File: config.mk
export PLATFORM = sky130hd
export DESIGN_NAME = arb_rr_n_lock
export DESIGN_NICKNAME = d
export VERILOG_FILES = /design/src/rtl/arb_pkg.sv /design/src/rtl/rr_pick.sv /design/src/rtl/arb_rr_n_lock.sv
export SDC_FILE = /design/constraint.sdc
export NUM_CORES = 1
export LEC_CHECK = 0
export BUFFER_PORTS_ARGS = -buffer_cell sky130_fd_sc_hd__buf_2
export CAP_MARGIN = 20
export CORE_ASPECT_RATIO = 0.9
export CORE_MARGIN = 4
export CORE_UTILIZATION = 57
export CTS_BUF_LIST = sky130_fd_sc_hd__clkbuf_4 sky130_fd_sc_hd__clkbuf_8 sky130_fd_sc_hd__clkbuf_16
export DETAILED_ROUTE_END_ITERATION = 10
export PLACE_DENSITY = 0.79
export RECOVER_POWER = 25
export SLEW_MARGIN = 30
export SYNTH_ARGS = -nofsm -noshare
export SYNTH_HDL_FRONTEND = slang
export SYNTH_HIERARCHICAL = 1
export SYNTH_SLANG_ARGS = --single-unit
File: constraint.sdc
create_clock -name clk -period 7.62 [get_ports clk]
set_input_delay 1.143 -clock clk [delete_from_list [all_inputs] [get_ports clk]]
set_output_delay 1.143 -clock clk [all_outputs]
set_load 0.01 [all_outputs]
File: src/rtl/arb_pkg.sv
// Shared arbiter definitions: state encoding and index helpers.
package arb_pkg;

    localparam logic [0:0] ARB_IDLE = 1'b0;
    localparam logic [0:0] ARB_OWN  = 1'b1;

    function automatic int clog2_min1(input int v);
        return (v <= 2) ? 1 : $clog2(v);
    endfunction

    function automatic logic [31:0] onehot2bin(input logic [31:0] oh);
        logic [31:0] b;
        b = '0;
        for (int i = 0; i < 32; i++) begin
            if (oh[i]) begin
                b = b | 32'(i);
            end
        end
        return b;
    endfunction

endpackage

File: src/rtl/rr_pick.sv
// Round-robin winner select: scans a doubled request vector starting
// just above ptr and folds the lowest hit back to N bits.
module rr_pick
    import arb_pkg::*;
#(
    parameter int N = 4
) (
    input  logic [N-1:0]         req,
    input  logic [$clog2(N)-1:0] ptr,
    input  logic [N-1:0]         excl_mask,
    output logic                 win_vld,
    output logic [N-1:0]         win_onehot,
    output logic [$clog2(N)-1:0] win_id
);

    localparam int W   = 2 * N;
    localparam int IDW = $clog2(N);

    logic [N-1:0] eff;
    logic [W-1:0] dbl;
    logic [W-1:0] msk;
    logic [W-1:0] masked;
    logic [W-1:0] lsb;

    always_comb begin
        eff    = req & ~excl_mask;
        dbl    = {eff, eff};
        // every index ptr+1 .. ptr+N lies above ptr in the doubled vector
        msk    = ({W{1'b1}} << ptr) << 1;
        masked = dbl & msk;
        lsb    = masked & (~masked + W'(1));
        win_onehot = lsb[N-1:0] | lsb[W-1:N];
        win_vld    = |masked;
        win_id     = IDW'(onehot2bin(32'(win_onehot)));
    end

endmodule

File: src/rtl/arb_rr_n_lock.sv
// N-way round-robin arbiter with registered one-hot grant, optional
// ownership locking and a bounded hold time when others are waiting.
module arb_rr_n_lock
    import arb_pkg::*;
#(
    parameter int N        = 4,
    parameter int LOCK     = 1,
    parameter int MAX_HOLD = 8
) (
    input  logic                 clk,
    input  logic                 rst_n,
    input  logic [N-1:0]         req,
    output logic [N-1:0]         gnt,
    output logic                 gnt_vld,
    output logic [$clog2(N)-1:0] gnt_id
);

    localparam int IDW = $clog2(N);
    localparam int CW  = clog2_min1(MAX_HOLD + 1);

    logic [0:0]     state_q, state_d;
    logic [IDW-1:0] ptr_q, ptr_d;
    logic [CW-1:0]  hold_q, hold_d;
    logic [N-1:0]   gnt_q, gnt_d;
    logic           vld_q, vld_d;
    logic [IDW-1:0] id_q, id_d;

    logic [N-1:0]   owner_oh;
    logic           owner_req;
    logic           others;
    logic           at_max;
    logic           locked;
    logic           keep;
    logic           rotate;
    logic [N-1:0]   excl;

    logic           win_vld;
    logic [N-1:0]   win_onehot;
    logic [IDW-1:0] win_id;

    always_comb begin
        owner_oh  = N'(1) << ptr_q;
        owner_req = |(req & owner_oh);
        others    = |(req & ~owner_oh);
        at_max    = (MAX_HOLD != 0) && (hold_q == CW'(MAX_HOLD));
        locked    = (state_q == ARB_OWN) && (LOCK != 0) && owner_req;
        rotate    = locked && at_max && others;
        keep      = locked && !rotate;
        // only a forced rotation takes the owner out of the scan
        excl      = rotate ? owner_oh : '0;
    end

    rr_pick #(
        .N (N)
    ) u_pick (
        .req        (req),
        .ptr        (ptr_q),
        .excl_mask  (excl),
        .win_vld    (win_vld),
        .win_onehot (win_onehot),
        .win_id     (win_id)
    );

    always_comb begin
        state_d = state_q;
        ptr_d   = ptr_q;
        hold_d  = hold_q;
        gnt_d   = gnt_q;
        vld_d   = vld_q;
        id_d    = id_q;
        if (keep) begin
            if (at_max) begin
                hold_d = CW'(1);
            end else if (hold_q != {CW{1'b1}}) begin
                hold_d = hold_q + CW'(1);
            end
        end else if (win_vld) begin
            state_d = ARB_OWN;
            ptr_d   = win_id;
            hold_d  = CW'(1);
            gnt_d   = win_onehot;
            vld_d   = 1'b1;
            id_d    = win_id;
        end else begin
            state_d = ARB_IDLE;
            hold_d  = '0;
            gnt_d   = '0;
            vld_d   = 1'b0;
            id_d    = '0;
        end
    end

    always_ff @(posedge clk or negedge rst_n) begin
        if (!rst_n) begin
            state_q <= ARB_IDLE;
            ptr_q   <= IDW'(N - 1);
            hold_q  <= '0;
            gnt_q   <= '0;
            vld_q   <= 1'b0;
            id_q    <= '0;
        end else begin
            state_q <= state_d;
            ptr_q   <= ptr_d;
            hold_q  <= hold_d;
            gnt_q   <= gnt_d;
            vld_q   <= vld_d;
            id_q    <= id_d;
        end
    end

    assign gnt     = gnt_q;
    assign gnt_vld = vld_q;
    assign gnt_id  = id_q;

endmodule
# [Word level (Yosys, flattened, before mapping)]
# Cells that the tools add are included.
[word_totals] out_inout_bits=7 regBits=13
[op_classes] reduce_logical=9 shift=2 n_mux=11 eq_ne=3 n_bitwise=10 n_addsub=2
[ops] cell="two-way mux 4 bit" count=5
[ops] cell="bitwise AND 8 bit" count=2
[ops] cell="bitwise AND 4 bit" count=3
[ops] cell="adder 8 x 1 -> 8 bit (second input constant)" count=1
[ops] cell="NOT 4 bit" count=2
[ops] cell="NOT 8 bit" count=1
[ops] cell="OR reduction 4 bit" count=2
[ops] cell="OR reduction 8 bit" count=1
[ops] cell="<< shifter 8 x 2 -> 7 bit (first input constant)" count=1
[ops] cell="two-way mux 2 bit" count=3
[ops] cell="adder 4 x 1 -> 4 bit (second input constant)" count=1
[ops] cell="== test 4 bit (second input constant)" count=1
[ops] cell="logical AND 1 bit" count=4
[ops] cell="inequality test 4 bit (second input constant)" count=1
[ops] cell="OR 4 bit" count=1
[ops] cell="<< shifter 1 x 2 -> 4 bit (first input constant)" count=1
[ops] cell="two-way mux 1 bit" count=3
[ops] cell="inequality test 3 x 1 -> 1 bit (second input constant)" count=1
[ops] cell="AND reduction 2 bit" count=1
[ops] cell="logical NOT 1 bit" count=1
[ops] cell="NOT 1 bit" count=1

# [Depth between registers and ports, before layout]
[logic_depth] depth_word=18 mapped_depth=14 depth_no_buf=13

# [Modules after synthesis]
# The synthesis kept the hierarchy.
[by_module_without_submodules] module="arb_rr_n_lock" cells_each=78 seq_area_each_um2=327.8 n_inst=1 area_each_um2=772.0
[by_module_without_submodules] module="rr_pick" cells_each=38 seq_area_each_um2=0.0 n_inst=1 area_each_um2=270.3

# [Worst setup path before layout]
# OpenSTA, ideal clock, no wires.
[synth_timing] kind="input port to flip-flop" start="input req[2]" end="register ptr_q[0]" t_required_ns=7.538 path_slack_ns=3.887 path_buffers=0 t_arrival_ns=3.650 stages=11 cell_sequence="or4b_1 o22ai_2 or3_1 nor3b_1 nand2b_1 and2_4 nand3_1 inv_1 or2_2 o32a_2 mux2_4"
[synth_lines] element="from (decl)" line="arb_rr_n_lock.sv:12" source="input logic [N-1:0] req,"
[synth_lines] element="bitwise AND 4 bit" line="arb_rr_n_lock.sv:43" source="owner_req = |(req & owner_oh);"
[synth_lines] element="OR reduction 4 bit" line="arb_rr_n_lock.sv:43"
[synth_lines] element="logical AND 1 bit" line="arb_rr_n_lock.sv:46" source="locked = (state_q == ARB_OWN) && (LOCK != 0) && owner_req;"
[synth_lines] element="logical AND 1 bit" line="arb_rr_n_lock.sv:47" source="rotate = locked && at_max && others;"
[synth_lines] element="logical AND 1 bit *" line="arb_rr_n_lock.sv:47"
[synth_lines] element="two-way mux 4 bit *" line="arb_rr_n_lock.sv:50" source="excl = rotate ? owner_oh : '0;"
[synth_lines] element="net excl[2]" line="arb_rr_n_lock.sv:35" source="logic [N-1:0] excl;"
[synth_lines] element="NOT 4 bit *" line="rr_pick.sv:26" source="eff = req & ~excl_mask;"
[synth_lines] element="bitwise AND 4 bit *" line="rr_pick.sv:26"
[synth_lines] element="bitwise AND 8 bit *" line="rr_pick.sv:30" source="masked = dbl & msk;"
[synth_lines] element="OR reduction 8 bit *" line="rr_pick.sv:33" source="win_vld = |masked;"
[synth_lines] element="net win_vld" line="arb_rr_n_lock.sv:37" source="logic win_vld;"
[synth_lines] element="AND reduction 2 bit (no source line) *"
[synth_lines] element="to (signal assigned)" line="arb_rr_n_lock.sv:96" source="ptr_q <= IDW'(N - 1);"
[synth_lines] element="to (signal assigned)" line="arb_rr_n_lock.sv:103" source="ptr_q <= ptr_d;"
[synth_lines] element="to (decl)" line="arb_rr_n_lock.sv:22" source="logic [IDW-1:0] ptr_q, ptr_d;"
# Mark *: on every way through the listed nets, which the timed path passes. The rest lies on a longest branch.
# A chain may end at the register's enable or synchronous reset.

# [Final worst setup path]
[layout_timing] start="input req[2]" end="register ptr_q[1]"
# The elaborated chain is that of the path after synthesis.

==> Flow_metrics.wiki <==
{| class="wikitable"
! Metric !! Value
|-
| Pin count of the biggest net entering global routing || 21
|-
| Total Die Area || 2580 sq um
|-
| Site row count || 14
|-
| Post-CTS setup buffer count || 0
|-
| Total nets after synthesis || 124
|-
| Routed Wire Length || 2010 um
|-
| Footprint of the multi-input gates || 616 sq um
|-
| Critical path startpoint || req[2]
|-
| Cell total after placement || 146
|-
| Top fanout value on the critical path || 7
|-
| Upper clock frequency limit || 263 MHz
|-
| Internal portion of total power || 216 uW
|-
| Number of antenna violations at the first check in global routing || 0
|-
| Starting Density || 61.3%
|-
| Buffer levels on the longest clock path || 2
|-
| Fin cells || 150
|-
| Cell taking the most area after synthesis || dfrtp_1
|-
| Least-Margin Pin Slew || 0.637 ns
|-
| Gp weighted congestion || 0.843
|-
| WP data required || 7.83 ns
|-
| Endpoints failing hold || 0
|-
| Cell area after placement || 1080 sq um
|-
| Type of the worst min-delay path || flop to flop
|-
| Clock Sink Count || 13
|-
| Netlist area before placement || 1040 sq um
|-
| #FFs+latches synth || 13
|-
| Switching Share || 42.3%
|-
| Combinational cell fraction of total power || 49.7%
|-
| Static Leak || 0.000493 uW
|-
| Setup clock skew after layout || 0.00185 ns
|-
| Warning count from the yosys run || 6
|-
| Per-instance average area after synthesis || 8.98 sq um
|-
| Diode count || 0
|-
| Crit-path slowest cell || or4b_1
|-
| Post-synth cell types || 50
|-
| Buffers & Inverters on Critical Path || 2
|-
| Clk pwr share || 11.3%
|-
| Main area contributors after synthesis || dfrtp_1 (26%), a21oi_1 (5.3%), dfstp_2 (5.0%), inv_1 (4.7%), mux2i_1 (3.8%)
|-
| Hold_sp || gnt[3]$_DFFE_PN0N_
|-
| Run status || complete, no violations
|-
| Wire length of the first global-routing pass || 3390 um
|-
| Critical register-to-register path startpoint || ptr_q[0]$_DFFE_PN1P_
|-
| Final critical delay including setup and external delays || 3.81 ns
|-
| Sequential group share of total power || 39.0%
|-
| Detailed-router iteration count before antenna repair || 4
|-
| Nature of the critical path endpoint || flop
|-
| Met2 routed WL || 907 um
|-
| Critical path's top delay family || simple AND/OR/NAND/NOR gates
|-
| Detail-routed net length per standard cell || 13.4 um
|-
| Chip width || 53.1 um
|-
| Number of H-tree branching levels || 1
|-
| Grt ovf || 0
|-
| Max_cap viols || 0
|-
| Vias in the first global route || 768
|-
| Crit path kind || input port to flop
|-
| Root Buffer || clkbuf_4
|-
| Area of the core || 1700 sq um
|-
| Area delta synth->final || 6.36%
|-
| Filler cells || 155
|-
| Hold-fix buffers at CTS || 0
|-
| Wire length the detailed router placed on met1 || 955 um
|-
| Number of buffers created by CTS || 3
|-
| Delay contributed by the slowest stage of the critical path || 0.52 ns
|-
| Remaining DRCs || 0
|-
| Vias per cell || 5.83
|-
| Total power density per cell area || 338 nW/um^2
|-
| Switching component of the power || 159 uW
|-
| Synth cell count leaders || inv_1 (13), a21oi_1 (11), dfrtp_1 (11)
|-
| Cell area after layout || 1110 sq um
|-
| Via count of the routed design || 874
|-
| Count leader, synth || inv_1
|-
| Gate count after technology mapping || 116
|-
| # setup viols final || 0
|-
| Port Buffer Count || 12
|-
| Post-CTS clock slew at the launch and capture registers of the worst setup and hold paths || 0.08 ns
|-
| Die Y-Extent || 48.6 um
|-
| Count of flip-flops with a built-in enable after synthesis || 0
|-
| Total Negative Setup Slacks || 0 ns
|-
| CTS tree || yes
|-
| Fraction of final layout cells with drive strength greater than 1 || 26.2%
|-
| Insertion delay of the later-clocked pin in the worst-skew pair || 0.28 ns
|-
| Crit path launch type || input port
|-
| Post-synthesis sequential area ratio || 31.5%
|-
| Number of antenna-violating nets in the routed design || 0
|-
| Post-layout nets || 135
|-
| Overall fraction of global-route tracks in use || 17.5%
|-
| Cells along the critical path || buf_2 -> or4b_1 -> o22ai_2 -> or3_1 -> nor3b_1 -> nand2b_1 -> and2_4 -> nand3_1 -> inv_1 -> or2_2 -> o32a_2 -> mux2_4
|-
| Fraction of registers with async set/reset || 100%
|-
| Arrival time at the worst endpoint || 4.02 ns
|-
| RSZ-0062 raised after global routing || no
|-
| Uppermost signal routing layer after detailed routing || met4
|-
| Commonest register cell after synthesis || dfrtp_1
|-
| Number of gates resized after CTS || 0
|-
| Sequential cell area in the final layout || 328 sq um
|-
| Number of violations reported at the end of detailed-routing iteration 0 || 24
|-
| Proportion of netlist area held by the largest area contributor || 26.4%
|-
| Maximum ir drop on the vdd rail || 0.187 mV
|-
| Slew HR || 57.6%
|-
| Top Ports || 13
|-
| Met3 routed WL || 112 um
|-
| Estimated wirelength of the detail-placed design || 1500 um
|-
| Final worst-path cycle share || 49.9%
|-
| Max-slew violation count || 0
|}
[power by group through the flow]
stage	combinational, uW	sequential (uW)	clock (uW)
after detailed placement	187	146	0
final	186	146	42.5
after floorplan	164	130	0
after global routing	205	153	46.9
after CTS	187	146	44.2
after global placement	180	144	0
[layout make-up]
type,count,share of cell area [%]
flip-flops and latches,13,29.6
inverters,13,4.40
multi-input cells,84,55.5
clock inverters,1,0.451
repair buffers,12,5.30
clock buffers,3,2.03
well taps,24,2.71
[cells by family after synthesis]
kind of cell	count (synthesis)	share of synthesized area (%)
buffers and inverters	19	9.48
AO/OA/AOI/OAI	28	18.8
multiplexers	8	9.96
AND/OR/NAND/NOR	46	27.9
adder cells (fa/ha/maj)	2	2.40
flip-flops	13	31.5
[registers in the layout, indices dropped and copies added (netlist names)]
register,flops
gnt,4
gnt_id,2
gnt_vld,1
hold_q,4
ptr_q,2
[layer usage]
metal  up-vias  global-route usage (%)
li1        436                       -
met1       410                    25.1
met2        26                    25.2
met3         2                    2.76
met4         0                    8.51
met5         -                       0
[tightest hold or removal path, cell delays in order, from the launching register on]
cell,delay (ns)
dfrtp_1,0.38
inv_1,0.05
mux2i_1,0.05
[through the flow]
step / setup WS [ns] / power (uW) / util, % / hold slack (ns)
2_1_floorplan: 3.89 / 294 / - / 0.533
3_3_place_gp: 3.63 / 324 / 63.7 / 0.503
3_5_place_dp: 3.55 / 333 / 63.7 / 0.508
4_1_cts: 3.84 / 376 / 65.3 / 0.522
5_1_grt: 3.72 / 405 / 65.2 / 0.536
6_report: 3.81 / 375 / 65.2 / 0.516
[worst paths after layout]
kind,slack (ns),end,cells after the start
worst max-delay path,3.81,ptr_q[1]$_DFFE_PN1P_,12
worst min-delay path,0.52,gnt[3]$_DFFE_PN0N_,2
worst max register to register,4.12,ptr_q[1]$_DFFE_PN1P_,11
worst min register to register,0.52,gnt[3]$_DFFE_PN0N_,2
max in group asynchronous,6.36,gnt[1]$_DFFE_PN0N_,1
min in group asynchronous,0.85,gnt[0]$_DFFE_PN0N_,1
[cells in the final DEF (no fill, tap or decap), drive strengths merged, types with 2 or more instances in the layout]
master / synthesis / layout
inv: 13 / 13
a21oi: 11 / 11
dfrtp: 11 / 11
buf: 5 / 11
nand2: 10 / 10
nand2b: 6 / 6
nor2: 4 / 4
mux2i: 4 / 4
o22ai: 4 / 4
clkbuf: 1 / 4
nor3b: 3 / 3
nand3: 3 / 3
mux2: 3 / 3
nand3b: 2 / 2
nor3: 2 / 2
nand4: 2 / 2
and2: 2 / 2
ha: 2 / 2
dfstp: 2 / 2
o32ai: 2 / 2
or3b: 2 / 2
nor4: 2 / 2
o21ai: 2 / 2
a21boi: 2 / 2
and2b: 2 / 2
Power figures use the tool's default switching activity.
